--- src/rtl/lfsr_encryptor_if.sv ---
// ----------------------------------------------------------------------------
// lfsr_encryptor_if
//   Memory bus between the encryptor and the shared 256x8 data memory.
//   The memory is a synchronous RAM: read data returns the cycle after the
//   read address is presented, and a write commits on the clock edge that
//   samples mem_wr_en high.
//
//   Signals:
//     mem_raddr  encryptor -> memory  read address
//     mem_rdata  memory -> encryptor  read data (one cycle after mem_raddr)
//     mem_wr_en  encryptor -> memory  write strobe
//     mem_waddr  encryptor -> memory  write address
//     mem_wdata  encryptor -> memory  write data
//
//   Modports: master = encryptor side, slave = memory side.
// ----------------------------------------------------------------------------
interface lfsr_encryptor_if;
    logic [7:0] mem_raddr;
    logic [7:0] mem_rdata;
    logic       mem_wr_en;
    logic [7:0] mem_waddr;
    logic [7:0] mem_wdata;

    modport master (
        output mem_raddr,
        output mem_wr_en,
        output mem_waddr,
        output mem_wdata,
        input  mem_rdata
    );

    modport slave (
        input  mem_raddr,
        input  mem_wr_en,
        input  mem_waddr,
        input  mem_wdata,
        output mem_rdata
    );
endinterface

--- src/rtl/lfsr_encryptor.sv ---
// ----------------------------------------------------------------------------
// lfsr_encryptor
//   Builds a FRAME_LEN-byte frame (PAD_CHAR pre-pad, plaintext message read
//   from MSG_BASE, PAD_CHAR post-pad), XORs every frame byte with a 6-bit
//   LFSR stream and writes the ciphertext to CRYPTO_BASE.. in memory, then
//   holds done high until init is raised.
//
//   Optional build macro: ENC_PARITY_EN
//     defined   -> bit 7 of every written byte is the even parity of bits 6:0
//     undefined -> bit 7 is the frame byte's own bit 7
//
//   Ports:
//     clk         rising-edge clock
//     rst_n       asynchronous active-low reset
//     init        high = hold idle / abort a run; a run starts on the first
//                 edge that samples it low
//     pat_sel     LFSR tap pattern select (sampled in LOAD)
//     lfsr_init   LFSR seed (sampled in LOAD)
//     pre_length  pre-pad byte count (sampled in LOAD)
//     msg_len     plaintext byte count (sampled in LOAD)
//     mem         memory bus (master side), see lfsr_encryptor_if
//     done        run complete, held until init goes high
//     dbg_state   current FSM state, for observation only
//
//   Handshake: init low starts a run; done high means all FRAME_LEN bytes
//   have been written; done stays high while init stays low and clears on
//   the edge after init is sampled high.
// ----------------------------------------------------------------------------
module lfsr_encryptor #(
    parameter logic [7:0] MSG_BASE    = 8'd0,
    parameter logic [7:0] CRYPTO_BASE = 8'd64,
    parameter int         FRAME_LEN   = 64,
    parameter logic [7:0] PAD_CHAR    = 8'h5F
) (
    input  logic             clk,
    input  logic             rst_n,
    input  logic             init,
    input  logic [2:0]       pat_sel,
    input  logic [5:0]       lfsr_init,
    input  logic [7:0]       pre_length,
    input  logic [6:0]       msg_len,
    lfsr_encryptor_if.master mem,
    output logic             done,
    output logic [2:0]       dbg_state
);

    typedef enum logic [2:0] {
        S_IDLE  = 3'd0,
        S_LOAD  = 3'd1,
        S_PAD   = 3'd2,
        S_READ  = 3'd3,
        S_WRITE = 3'd4,
        S_DONE  = 3'd5
    } state_t;

    localparam logic [7:0] FRAME_LEN_B = 8'(FRAME_LEN);
    localparam logic [6:0] LAST_IDX    = 7'(FRAME_LEN - 1);

    state_t     state_q, state_d;
    logic [5:0] lfsr_q, lfsr_d;
    logic [6:0] i_q, i_d;
    logic [7:0] pre_q, pre_d;
    logic [7:0] m_q, m_d;
    logic [5:0] taps_q, taps_d;

    logic [7:0] m_load;
    logic [7:0] room;
    logic [6:0] i_next;
    logic       adv;

    logic [7:0] raddr;
    logic       wr_en;
    logic [7:0] waddr;
    logic [7:0] wdata_raw;
    logic [7:0] wdata;
    logic       done_c;

    function automatic logic [5:0] taps_of(input logic [2:0] sel);
        case (sel)
            3'd0:    taps_of = 6'h21;
            3'd1:    taps_of = 6'h2D;
            3'd2:    taps_of = 6'h30;
            3'd3:    taps_of = 6'h33;
            3'd4:    taps_of = 6'h36;
            3'd5:    taps_of = 6'h39;
            default: taps_of = 6'h21;
        endcase
    endfunction

    // Frame byte idx comes from the message when pre <= idx < pre + m.
    // 9-bit compare so pre + m can never wrap.
    function automatic logic is_msg(input logic [6:0] idx,
                                    input logic [7:0] pre,
                                    input logic [7:0] m);
        logic [8:0] idx_w;
        logic [8:0] lo;
        logic [8:0] hi;
        idx_w  = {2'b00, idx};
        lo     = {1'b0, pre};
        hi     = {1'b0, pre} + {1'b0, m};
        is_msg = (idx_w >= lo) && (idx_w < hi);
    endfunction

    // Message bytes that actually fit after the pre-pad.
    always_comb begin
        room = FRAME_LEN_B - pre_length;
        if (pre_length >= FRAME_LEN_B) begin
            m_load = '0;
        end else if ({1'b0, msg_len} < room) begin
            m_load = {1'b0, msg_len};
        end else begin
            m_load = room;
        end
    end

    always_comb begin
        state_d   = state_q;
        lfsr_d    = lfsr_q;
        i_d       = i_q;
        pre_d     = pre_q;
        m_d       = m_q;
        taps_d    = taps_q;
        raddr     = '0;
        wr_en     = 1'b0;
        waddr     = '0;
        wdata_raw = '0;
        done_c    = 1'b0;
        adv       = 1'b0;
        i_next    = i_q + 7'd1;

        case (state_q)
            S_IDLE: begin
                if (!init) begin
                    state_d = S_LOAD;
                end
            end

            S_LOAD: begin
                if (init) begin
                    state_d = S_IDLE;
                end else begin
                    taps_d  = taps_of(pat_sel);
                    pre_d   = pre_length;
                    m_d     = m_load;
                    lfsr_d  = lfsr_init;
                    i_d     = '0;
                    // First byte decided from the values being latched now.
                    state_d = is_msg(7'd0, pre_length, m_load) ? S_READ : S_PAD;
                end
            end

            S_PAD: begin
                wr_en     = 1'b1;
                waddr     = CRYPTO_BASE + {1'b0, i_q};
                wdata_raw = PAD_CHAR ^ {2'b00, lfsr_q};
                if (init) begin
                    state_d = S_IDLE;
                end else begin
                    adv = 1'b1;
                end
            end

            S_READ: begin
                raddr = MSG_BASE + ({1'b0, i_q} - pre_q);
                if (init) begin
                    state_d = S_IDLE;
                end else begin
                    state_d = S_WRITE;
                end
            end

            S_WRITE: begin
                wr_en     = 1'b1;
                waddr     = CRYPTO_BASE + {1'b0, i_q};
                wdata_raw = mem.mem_rdata ^ {2'b00, lfsr_q};
                if (init) begin
                    state_d = S_IDLE;
                end else begin
                    adv = 1'b1;
                end
            end

            S_DONE: begin
                done_c = 1'b1;
                if (init) begin
                    state_d = S_IDLE;
                end
            end

            default: begin
                state_d = S_IDLE;
            end
        endcase

        // A byte was written this cycle: step the stream and pick the next
        // byte's path, or finish after the last frame index.
        if (adv) begin
            lfsr_d = {lfsr_q[4:0], ^(lfsr_q & taps_q)};
            i_d    = i_next;
            if (i_q == LAST_IDX) begin
                state_d = S_DONE;
            end else begin
                state_d = is_msg(i_next, pre_q, m_q) ? S_READ : S_PAD;
            end
        end
    end

`ifdef ENC_PARITY_EN
    assign wdata = {^wdata_raw[6:0], wdata_raw[6:0]};
`else
    assign wdata = wdata_raw;
`endif

    always_ff @(posedge clk or negedge rst_n) begin
        if (!rst_n) begin
            state_q <= S_IDLE;
            lfsr_q  <= '0;
            i_q     <= '0;
            pre_q   <= '0;
            m_q     <= '0;
            taps_q  <= '0;
        end else begin
            state_q <= state_d;
            lfsr_q  <= lfsr_d;
            i_q     <= i_d;
            pre_q   <= pre_d;
            m_q     <= m_d;
            taps_q  <= taps_d;
        end
    end

    assign mem.mem_raddr = raddr;
    assign mem.mem_wr_en = wr_en;
    assign mem.mem_waddr = waddr;
    assign mem.mem_wdata = wdata;
    assign done          = done_c;
    assign dbg_state     = state_q;

endmodule

--- src/flat_wrapper.sv ---
// flat-port wrapper written by rule: the top's interface ports become plain ports
module lfsr_encryptor_flat 
#(
    parameter logic [7:0] MSG_BASE    = 8'd0,
    parameter logic [7:0] CRYPTO_BASE = 8'd64,
    parameter int         FRAME_LEN   = 64,
    parameter logic [7:0] PAD_CHAR    = 8'h5F
)
  (clk, rst_n, init, pat_sel, lfsr_init, pre_length, msg_len, done, dbg_state, mem_mem_raddr, mem_mem_wr_en, mem_mem_waddr, mem_mem_wdata, mem_mem_rdata);
  lfsr_encryptor_if mem_i ();
  input  logic clk;
  input  logic rst_n;
  input  logic init;
  input  logic [2:0] pat_sel;
  input  logic [5:0] lfsr_init;
  input  logic [7:0] pre_length;
  input  logic [6:0] msg_len;
  output logic done;
  output logic [2:0] dbg_state;
  output wire logic [$bits(mem_i.mem_raddr)-1:0] mem_mem_raddr;
  output wire logic [$bits(mem_i.mem_wr_en)-1:0] mem_mem_wr_en;
  output wire logic [$bits(mem_i.mem_waddr)-1:0] mem_mem_waddr;
  output wire logic [$bits(mem_i.mem_wdata)-1:0] mem_mem_wdata;
  input wire logic [$bits(mem_i.mem_rdata)-1:0] mem_mem_rdata;
  assign mem_mem_raddr = mem_i.mem_raddr;
  assign mem_mem_wr_en = mem_i.mem_wr_en;
  assign mem_mem_waddr = mem_i.mem_waddr;
  assign mem_mem_wdata = mem_i.mem_wdata;
  assign mem_i.mem_rdata = mem_mem_rdata;
  lfsr_encryptor #(.MSG_BASE(MSG_BASE), .CRYPTO_BASE(CRYPTO_BASE), .FRAME_LEN(FRAME_LEN), .PAD_CHAR(PAD_CHAR)) u_core (.clk(clk), .rst_n(rst_n), .init(init), .pat_sel(pat_sel), .lfsr_init(lfsr_init), .pre_length(pre_length), .msg_len(msg_len), .mem(mem_i), .done(done), .dbg_state(dbg_state));
endmodule
--- config.mk ---
export PLATFORM = sky130hd
export DESIGN_NAME = lfsr_encryptor_flat
export DESIGN_NICKNAME = d
export VERILOG_FILES = /design/src/rtl/lfsr_encryptor_if.sv /design/src/rtl/lfsr_encryptor.sv /design/src/flat_wrapper.sv
export SDC_FILE = /design/constraint.sdc
export NUM_CORES = 1
export LEC_CHECK = 0
export ABC_AREA = 1
export CORE_AREA = 10 10 93 95
export CTS_BUF_LIST = sky130_fd_sc_hd__clkbuf_8 sky130_fd_sc_hd__clkbuf_16
export CTS_CLUSTER_SIZE = 16
export DETAILED_ROUTE_END_ITERATION = 10
export DIE_AREA = 0 0 103 105
export HOLD_SLACK_MARGIN = 0.03
export MAX_ROUTING_LAYER = met4
export PLACE_DENSITY = 0.81
export SYNTH_ARGS = -nofsm -noshare
export SYNTH_HDL_FRONTEND = slang
export SYNTH_SLANG_ARGS = --single-unit
--- constraint.sdc ---
create_clock -name clk -period 2.7 [get_ports clk]
set_clock_uncertainty 0.05 [all_clocks]
set_input_delay 0.54 -clock clk [delete_from_list [all_inputs] [get_ports clk]]
set_output_delay 0.54 -clock clk [all_outputs]
set_load 0.005 [all_outputs]
==> results of run 1 <==
==> report_power, final <==
part           internal [mW]  switching [mW]
Clock                  0.370           0.220
Combinational           1.24            1.49
Sequential             0.785           0.207
Total                   2.39            1.92
==> repair_timing <==
item	CTS	global route
pin swaps	24	34
resized for setup	65	42
endpoints found under the setup margin	8	5
buffers inserted	8	6
endpoints found under the hold margin	0	0
==> cell type report <==
class                           instances  area [sq um]  area share
Clock buffer                            5          68.8      0.0131
Clock inverter                          3          68.8      0.0131
Inverter                               86           340      0.0647
Multi-Input combinational cell        364          2540       0.483
Sequential cell                        38           951       0.181
Tap cell                               80           100      0.0190
Timing Repair Buffer                  139          1190       0.227
==> cells in the mapped netlist (2+ instances only) <==
master,n
nand2_1,117
inv_1,77
nor2_1,50
ha_1,44
dfrtp_1,38
a21oi_1,18
nand3_1,17
xor2_1,15
nand4_1,12
o21ai_0,12
nand2_2,11
inv_2,9
nor3_1,9
o21ai_1,6
o32ai_1,6
xnor2_1,6
o221ai_1,5
buf_2,4
a31oi_1,3
fa_1,3
nand3_2,3
o211ai_1,3
and3_1,2
clkbuf_1,2
nor2_2,2
nor3b_1,2
nor4_1,2
o21a_1,2
o22ai_1,2
or2_2,2
==> registers in the layout (all words and copies together) (netlist names) <==
name	flops
u_core.i_q	7
u_core.lfsr_q	6
u_core.pre_q	8
u_core.dbg_state	3
u_core.taps_q	6
u_core.m_q	8
==> worst register-to-register path, cell delays in order (launching register included) <==
cell and delay, ns:
dfrtp_1 0.43, buf_4 0.16, ha_1 0.20, fa_1 0.39, a31oi_1 0.18, xor2_1 0.18, ha_1 0.27, nand2_1 0.07
inv_1 0.04, a21oi_1 0.15, nand2_1 0.07, nand2_1 0.05, nand2_1 0.04, nand2_1 0.06, nand2_1 0.05, nand4_1 0.06
nand2_1 0.06, nand2_1 0.08, nand2_1 0.06, nand2_1 0.06
==> per-stage QoR <==
step | area, sq um | cells | hold WS (ns)
3_5_place_dp | 4760 | 693 | 0.410
6_report | 5260 | 715 | 0.432
2_1_floorplan | 3600 | 495 | 0.194
4_1_cts | 5030 | 709 | 0.430
5_1_grt | 5260 | 715 | 0.450
3_3_place_gp | 4760 | 693 | 0.408
==> path summary, 6_finish.rpt <==
check,end,start,slack (ns)
setup / recovery,u_core.dbg_state[0],pre_length[1],-0.75
hold / removal,u_core.taps_q[5],u_core.taps_q[5],0.43
setup reg to reg,u_core.dbg_state[0],u_core.pre_q[0],-0.06
hold reg to reg,u_core.taps_q[5],u_core.taps_q[5],0.43
max in group asynchronous,u_core.m_q[6],rst_n,1.66
min in group asynchronous,u_core.lfsr_q[5],rst_n,0.60
==> logic make-up after synthesis <==
group                    synth area share
AO/OA/AOI/OAI                       0.106
other                             0.00105
adder cells (fa/ha/maj)             0.171
flip-flops                          0.266
AND/OR/NAND/NOR                     0.296
XOR/XNOR                           0.0593
buffers and inverters               0.100
==> per-layer routing <==
metal | track usage | part of all wire
met1 | 0.201 | 0.39
met2 | 0.355 | 0.53
met3 | 0.0217 | 0.043
met4 | 0.0815 | 0.031
met5 | - | 0
==> key figures, run 1 <==
Power
  – Total power: 4.31 mW
  – Peak supply drop: roughly 0.36 mV
  – Power Density: 820 nW/um^2
  – Pleak: 2.68 nW

Clock network
  – CTS tree: yes
  – TritonCTS Sinks: 38
  – TritonCTS Buffers: 5
  – CTS root buffer: clkbuf_8
  – Hold buffer count at cts: 0
  – Longest Clk Path Bufs: 2
  – H-tree depth: 2
  – Worst-path clk slew: 0.08 ns
  – Skew-Pair Late Insertion Delay: 0.30 ns

Synth
  – Post-synthesis instance total: ~500
  – Top_reg_cell synth: dfrtp_1
  – Synth warn: 0
  – EDFF count, synth: 0
  – Seq/Total Area, Yosys: 0.266
  – Dominant cell type by area after synthesis: dfrtp_1
  – Async set-reset flop share out of synthesis: 1.00
  – Flops & latches, synth: 38
  – Netlist cell types: 41
  – Synth top area cells: dfrtp_1, ha_1, nand2_1, inv_1, nor2_1
  – Share of the synthesized area in the top cell type: 0.266
  – Post-Syn Area: 3570 sq um
  – Synth Area per Inst: 7.21 sq um
  – Syn Nets: a little under 600

Critical path
  – R2R cell count: 19
  – CP top delay family: simple AND/OR/NAND/NOR gates
  – CP required: between 2 and 3 ns
  – Worst path most repeated cell: nand2_1
  – Nature of the critical path endpoint: flip-flop
  – CP max stage delay: 0.51 ns
  – CP startpoint kind: primary input
  – Slowest CP cell: fa_1
  – WS Path Type: primary input to flip-flop
  – CP bufs+invs: 5
  – Worst Path Arrival: 3.60 ns
  – CP Max Fanout: 4
  – CP Depth: 27

Timing
  – Max Clk Rate: between 200 and 300 MHz
  – Crit path time final: 3.45 ns
  – Setup TNS after final layout: -0.905 ns
  – RSZ-0062 raised after global routing: true
  – Final setup violation count: 2
  – Worst Slack Setup Final: -0.750 ns
  – Max-slew violation count: 0
  – Period utilization: 1.28
  – Final hold viol count: 0

Hold path
  – Hold Crit Depth: 1
  – Hold WC Path Type: flip-flop to flip-flop

Drt
  – Routed wire length per instance: 15.2 um
  – Drt drc: 0
  – Initial drt markers: ~270
  – Vias per inst: approximately 5.3
  – Routed WL: ~11 mm
  – Post-route ant nets: 0
  – Via count: ~3800
  – Drt pass-1 iters: 4

Die
  – Chip height: 105 um
  – Initial Util: 0.528
  – Core Box Area: ~6800 sq um
  – Io pins: 64
  – # rows: 30
  – Die W: 103 um
  – Die ar.: 10800 sq um

Global route
  – Grt total ovfl: 0
  – Largest net degree at the start of global routing: 39
  – Vias in the first global route: ~3900
  – First-pass GRT wire length: 16.9 mm
  – Initial antenna violation count: 0
  – Total track usage: 0.194

Finish
  – # fillers: 457
  – Final core occ: 0.778
  – Most common cell after layout, fill and taps aside: nand2_1
  – Share of layout cells above drive strength 1: 0.269
  – # diodes: 0
  – Layout Nets: 716
  – Area delta synth->final: 47.4%
  – Most frequent cells in the layout: nand2_1, buf_4, inv_1

Placement
  – Routability congestion estimate: 0.882
  – I/O Buffers: between 60 and 70
  – Dpl ws: -1.39 ns
  – Final HPWL from detailed placement: 7.91 mm

Run status
  – Violated checks: setup timing
  – Status: finished with violations

Flow run
  – Max-Cap Viols: 0
No activity file was read; power rests on OpenSTA's default activity.
==> inputs of run 2 (changes only) <==
Settings changed: CORE_AREA 10 10 93 95 to 10 10 97 99, DIE_AREA 0 0 103 105 to 0 0 107 109, PLACE_DENSITY 0.81 to 0.77.
Clock period 2.7 ns to 3.09 ns, I/O delays scaled along.
==> key figures, run 2 (same netlist as run 1, synthesis figures left out) <==
Finish
  – Biggest regs: u_core.m_q x8, u_core.pre_q x8, u_core.i_q x7
  – Most common cell after layout, fill and taps aside: nand2_1
  – # fillers: 627 (+37%)
  – # diodes: 0 (unchanged)
  – Fin area: 5090 sq um (-3.1%)
  – Most frequent cells in the layout: nand2_1, inv_1, buf_4
  – Area delta synth->final: 42.8%
  – Share of layout cells above drive strength 1: 0.222 (-0.0472)
  – Layout Nets: 708 (-1.1%)

Timing
  – Final hold viol count: 0 (unchanged)
  – RSZ-0062 raised after global routing: true
  – Period utilization: 1.14
  – Crit path time final: between 3 and 4 ns
  – Max-slew violation count: 0 (unchanged)
  – Final setup violation count: 1 (-1)
  – Max Clk Rate: 284 MHz
  – Worst Slack Setup Final: -0.437 ns (+0.313 ns)

Global route
  – Grt total ovfl: 0 (unchanged)
  – Total track usage: 0.175 (-0.0191)
  – Initial antenna violation count: 0 (unchanged)
  – First-pass GRT wire length: 16.6 mm (-2.2%)
  – Vias in the first global route: 3751 (-4.8%)
  – Largest net degree at the start of global routing: 39 (unchanged)

Drt
  – Via count: 3682 (-3.5%)
  – Drt pass-1 iters: 4 (unchanged)
  – Initial drt markers: 126 (-52%)
  – Drt drc: 0 (unchanged)
  – Routed wire length per instance: 13.6 um (-11%)
  – Routed WL: 9.87 mm (-9.3%)
  – Vias per inst: 5.06 (-5.3%)
  – Post-route ant nets: 0 (unchanged)

Clock network
  – Worst-path clk slew: 0.08 ns (about the same)
  – CTS tree: yes
  – H-tree depth: 2 (unchanged)
  – CTS root buffer: clkbuf_8
  – TritonCTS Buffers: 5 (unchanged)
  – TritonCTS Sinks: 38 (unchanged)
  – Skew-Pair Late Insertion Delay: 0.29 ns (about the same)
  – Longest Clk Path Bufs: 2 (unchanged)

Hold path
  – Hold WC Path Type: flip-flop to flip-flop
  – Hold Crit Depth: 1 (unchanged)

Critical path
  – CP max stage delay: 0.44 ns (-0.07 ns)
  – Worst Path Arrival: 3.67 ns (+0.07 ns)
  – CP required: 3.23 ns (+0.38 ns)
  – R2R cell count: 19 (unchanged)
  – WS Path Type: primary input to flip-flop
  – CP Max Fanout: 4 (unchanged)
  – Worst path most repeated cell: nand2_1
  – Slowest CP cell: clkdlybuf4s50_1
  – Nature of the critical path endpoint: flip-flop
  – Critical-path cell list: clkdlybuf4s50_1 > ha_1 > a21oi_1 > o21ai_2 > nand2_1 > nand2_1 > nand2_1 > nand2_2 > buf_4 > buf_4 > nand3_1 > nand2_1 > nor2_1 > ha_1 > or2_2 > nor3_2 > nand4_1 > nand2_1 > nand2_1 > nand2_1 > a21oi_2 > nand2_1 > nand2_1
  – CP startpoint kind: primary input

Die
  – Io pins: 64 (unchanged)
  – Die W: 107 um (+3.9%)
  – Chip height: 109 um (+3.8%)
  – Initial Util: 0.474 (-0.0541)
  – Die ar.: 11700 sq um (+7.8%)
  – # rows: 32 (+6.7%)
  – Core Box Area: 7530 sq um (+11%)

Run status
  – Violated checks: setup timing
  – Status: finished with violations

Power
  – Sw power: 1.58 mW (-18%)
  – Combinational share of power: 0.631 (-0.002)
  – Int Pwr: 1.96 mW (-18%)
  – Clock power share: 0.122 (-0.015)
  – Switching part of the total power: 0.446 (+0.000745)
  – Peak supply drop: 0.247 mV (-31%)
  – Total power: 3.53 mW (-18%)
  – Flop pwr share: 0.248 (+0.018)
  – Pleak: 2.64 nW (-1.7%)
  – Power Density: 693 nW/um^2 (-15%)

Placement
  – Routability congestion estimate: 0.896 (+1.6%)
  – Dpl ws: -1.06 ns (+0.333 ns)
  – Area after DPL: 4720 sq um (-0.84%)
  – Final HPWL from detailed placement: 7.93 mm (+0.26%)
  – I/O Buffers: 63 (unchanged)

Flow run
  – Max-Cap Viols: 0 (unchanged)
run 2: changes by cell type in the layout (fill, tap and decap cells not counted), sizes merged:
cell           before  now
buf                82   73
clkdlybuf4s50      49   54
dlymetal6s2s        1    2
dlygate4sd2         4    1
clkinv              1    0
clkdlybuf4s15       1    0
bufinv              2    1
run 2: area by class of cell:
cell class / instances / area [sq um] / area share
inverter: 86 / 343 / 0.0673
timing repair buffer: 131 / 1150 / 0.226
clock inverter: 1 / 30.0 / 0.00589
tap: 102 / 128 / 0.0250
sequential: 38 / 951 / 0.187
multi-input combinational: 364 / 2410 / 0.473
clock buffer: 6 / 82.6 / 0.0162
run 2: layer usage:
metal,track usage,up-vias,part of all wire
met3,0.0265,17,0.043
met2,0.310,100,0.51
met5,-,-,0
li1,-,1876,-
met4,0.0590,0,0.021
met1,0.197,1689,0.42
run 2: per-stage QoR:
stage                     utilization  hold slack, ns  TNS (ns)  std cells
final                           0.677           0.424    -0.437        728
after global routing            0.677           0.454    -0.686        728
after CTS                       0.662           0.424    -0.386        723
after detailed placement        0.627           0.405     -1.06        706
after global placement          0.627           0.403    -0.942        706
after floorplan                     -           0.272    -0.374        495
run 2: power by group through the flow:
stage | clock [mW] | combinational (mW) | sequential, mW
after floorplan | 0 | 1.43 | 0.834
after global placement | 0 | 1.99 | 0.876
after detailed placement | 0 | 2.09 | 0.884
after CTS | 0.438 | 2.17 | 0.870
after global routing | 0.451 | 2.55 | 0.905
final | 0.430 | 2.23 | 0.875
run 2: timing repair:
| item | 4_1_cts | 5_1_grt |
|---|---|---|
| hold buffers | 0 | 0 |
| buffers inserted | 10 | 5 |
| gates resized for setup | 51 | 22 |
| pin swaps | 21 | 27 |
| endpoints found under the setup margin | 4 | 4 |
run 2: worst max-delay path, delay by kind of cell:
family / cells / cell delay, ns
compound gates: 3 / 0.30
buf+inv: 3 / 0.71
fa+ha+maj: 2 / 0.56
simple gates: 15 / 1.45
run 2: worst paths after layout:
check	from	to	slack, ns
setup reg to reg	u_core.pre_q[0]	u_core.dbg_state[0]	0.28
setup / recovery	msg_len[3]	u_core.dbg_state[0]	-0.44
hold / removal	u_core.taps_q[5]	u_core.taps_q[5]	0.42
max in group asynchronous	rst_n	u_core.pre_q[0]	1.93
min in group asynchronous	rst_n	u_core.lfsr_q[1]	0.71
hold reg to reg	u_core.taps_q[5]	u_core.taps_q[5]	0.42
==> inputs of run 3 (changes only) <==
Settings changed: CORE_AREA 10 10 97 99 to 10 10 122 80, DIE_AREA 0 0 107 109 to 0 0 132 90.
==> key figures, run 3 (same netlist as run 1, synthesis figures left out) <==
Run status
  – Status: finished with violations
  – Violated checks: setup timing

Timing
  – Max-slew violation count: 0 (unchanged)
  – Fin Hold WS: 0.428 ns (+0.00360 ns)
  – Crit path time final: 3.46 ns (-0.0692 ns)
  – Slew @ Worst Pin: 0.514 ns
  – Setup TNS after final layout: -0.368 ns (+0.0692 ns)
  – RSZ-0062 raised after global routing: true
  – Worst Slack Setup Final: -0.368 ns (+0.0692 ns)
  – Final hold viol count: 0 (unchanged)
  – Final setup violation count: 1 (unchanged)
  – Max-Slew Margin vs Limit: 0.654
  – Period utilization: 1.12 (-0.0224)
  – Max Clk Rate: 289 MHz (+2.0%)

Clock network
  – Longest Clk Path Bufs: 2 (unchanged)
  – CTS tree: yes
  – TritonCTS Buffers: 5 (unchanged)
  – H-tree depth: 2 (unchanged)
  – Hold buffer count at cts: 0 (unchanged)
  – Worst-path clk slew: 0.06 ns (-0.02 ns)
  – TritonCTS Sinks: 38 (unchanged)
  – Skew-Pair Late Insertion Delay: 0.29 ns (about the same)
  – CTS root buffer: clkbuf_16

Finish
  – Biggest regs: u_core.m_q x8, u_core.pre_q x8, u_core.i_q x7
  – # diodes: 0 (unchanged)
  – # fillers: 595 (-5.1%)
  – Final core occ: 0.676 (-0.000977)
  – Area delta synth->final: 44.0%
  – Fin area: 5140 sq um (+0.83%)
  – Most common cell after layout, fill and taps aside: nand2_1
  – Most frequent cells in the layout: nand2_1, inv_1, buf_4
  – Final non-filler cell total: 732 (+0.55%)
  – Layout Nets: 705 (-0.42%)
  – Share of layout cells above drive strength 1: 0.212 (-0.0105)

Power
  – Power Density: 750 nW/um^2 (+8.2%)
  – Pleak: 2.62 nW (-0.84%)
  – Peak supply drop: 0.518 mV (+110%)
  – Total power: 3.86 mW (+9.1%)

Hold path
  – Hold EP: u_core.taps_q[5]
  – Hold_sp: u_core.taps_q[5]
  – Hold Crit Depth: 1 (unchanged)
  – Hold WC Path Type: flip-flop to flip-flop

Critical path
  – CP required: 3.22 ns (about the same)
  – CP startpoint kind: primary input
  – CP Max Fanout: 4 (unchanged)
  – WS Path Type: primary input to flip-flop
  – Nature of the critical path endpoint: flip-flop
  – R2r startpoint: u_core.pre_q[0]
  – R2R cell count: 19 (unchanged)
  – Reg2Reg Setup Slack: 0.32 ns (+0.04 ns)
  – Reg2Reg Capture Point: u_core.dbg_state[0]
  – Worst Path Arrival: 3.58 ns (-0.09 ns)

Die
  – Chip height: 90 um (-17%)
  – Initial Util: 0.469 (-0.00460)
  – Core Box Area: 7600 sq um (+0.98%)
  – Die W: 132 um (+23%)
  – Die ar.: 11900 sq um (+1.9%)
  – Io pins: 64 (unchanged)
  – # rows: 25 (-22%)

Global route
  – Initial antenna violation count: 0 (unchanged)
  – Grt total ovfl: 0 (unchanged)
  – First-pass GRT wire length: 17.7 mm (+6.5%)
  – Vias in the first global route: 3692 (-1.6%)
  – Largest net degree at the start of global routing: 39 (unchanged)
  – Total track usage: 0.178 (+0.00367)

Drt
  – Post-route ant nets: 0 (unchanged)
  – Drt pass-1 iters: 5 (+1)
  – Routed WL: 10.8 mm (+9.1%)
  – Routed wire length per instance: 14.7 um (+8.5%)
  – Vias per inst: 5.17 (+2.2%)
  – Initial drt markers: 259 (+110%)
  – Via count: 3782 (+2.7%)
  – Drt drc: 0 (unchanged)

Placement
  – Routability congestion estimate: 0.903 (+0.78%)
  – Final HPWL from detailed placement: 8.49 mm (+7.0%)
  – Placed Cells: 713 (+0.99%)
  – Area after DPL: 4740 sq um (+0.32%)
  – I/O Buffers: 63 (unchanged)
  – Dpl ws: -1.11 ns (-0.0486 ns)

Flow run
  – Max-Cap Viols: 0 (unchanged)
==> run 3: repair_timing <==
action | in CTS | in global routing
setup endpoints to repair | 3 | 4
setup buffers | 4 | 7
gates cloned | 0 | 0
resized for setup | 46 | 13
pin swaps | 16 | 21
==> run 3: layout make-up <==
class,count,area (sq um),area share
Clock buffer,5,125,0.0244
Inverter,86,343,0.0667
Timing Repair Buffer,128,1120,0.218
Clock inverter,3,68.8,0.0134
Tap cell,108,135,0.0263
Sequential cell,38,951,0.185
Multi-Input combinational cell,364,2390,0.466
==> run 3: worst max-delay path by stage <==
stage,start,to,depth (start not counted)
4_1_cts,pre_length[2],u_core.dbg_state[0],28
3_3_place_gp,pre_length[1],u_core.dbg_state[0],26
6_report,msg_len[3],u_core.dbg_state[0],22
3_5_place_dp,pre_length[1],u_core.dbg_state[0],26
5_1_grt,pre_length[0],u_core.dbg_state[0],28
2_1_floorplan,pre_length[0],u_core.dbg_state[0],27
==> run 3: critical path: stages <==
cell and delay (ns):
clkdlybuf4s50_1 0.43, ha_1 0.32, a21oi_1 0.15, o21ai_1 0.11, nand2_1 0.07, nand2_1 0.04, nand2_1 0.07, nand2_2 0.10
nand3_1 0.12, nand2_1 0.07, nor2_1 0.10, ha_2 0.20, inv_2 0.04, fa_1 0.48, nor4b_2 0.18, nand4_1 0.11
nand2_1 0.08, nand2_1 0.05, nand2_1 0.07, a21oi_2 0.05, nand2_1 0.08, nand2_1 0.05
==> run 3: per-layer routing <==
layer  routed length [um]  GRT usage
met1                 5110      0.229
met2                 5010      0.286
met3                  584     0.0406
met4                   71     0.0268
met5                    0          -
==> run 3: power by group <==
part | leakage, nW | internal [mW] | switching, mW
Sequential | 0.485 | 0.687 | 0.191
Clock | 0.0940 | 0.464 | 0.219
Combinational | 2.04 | 1.01 | 1.28
Total | 2.62 | 2.16 | 1.69
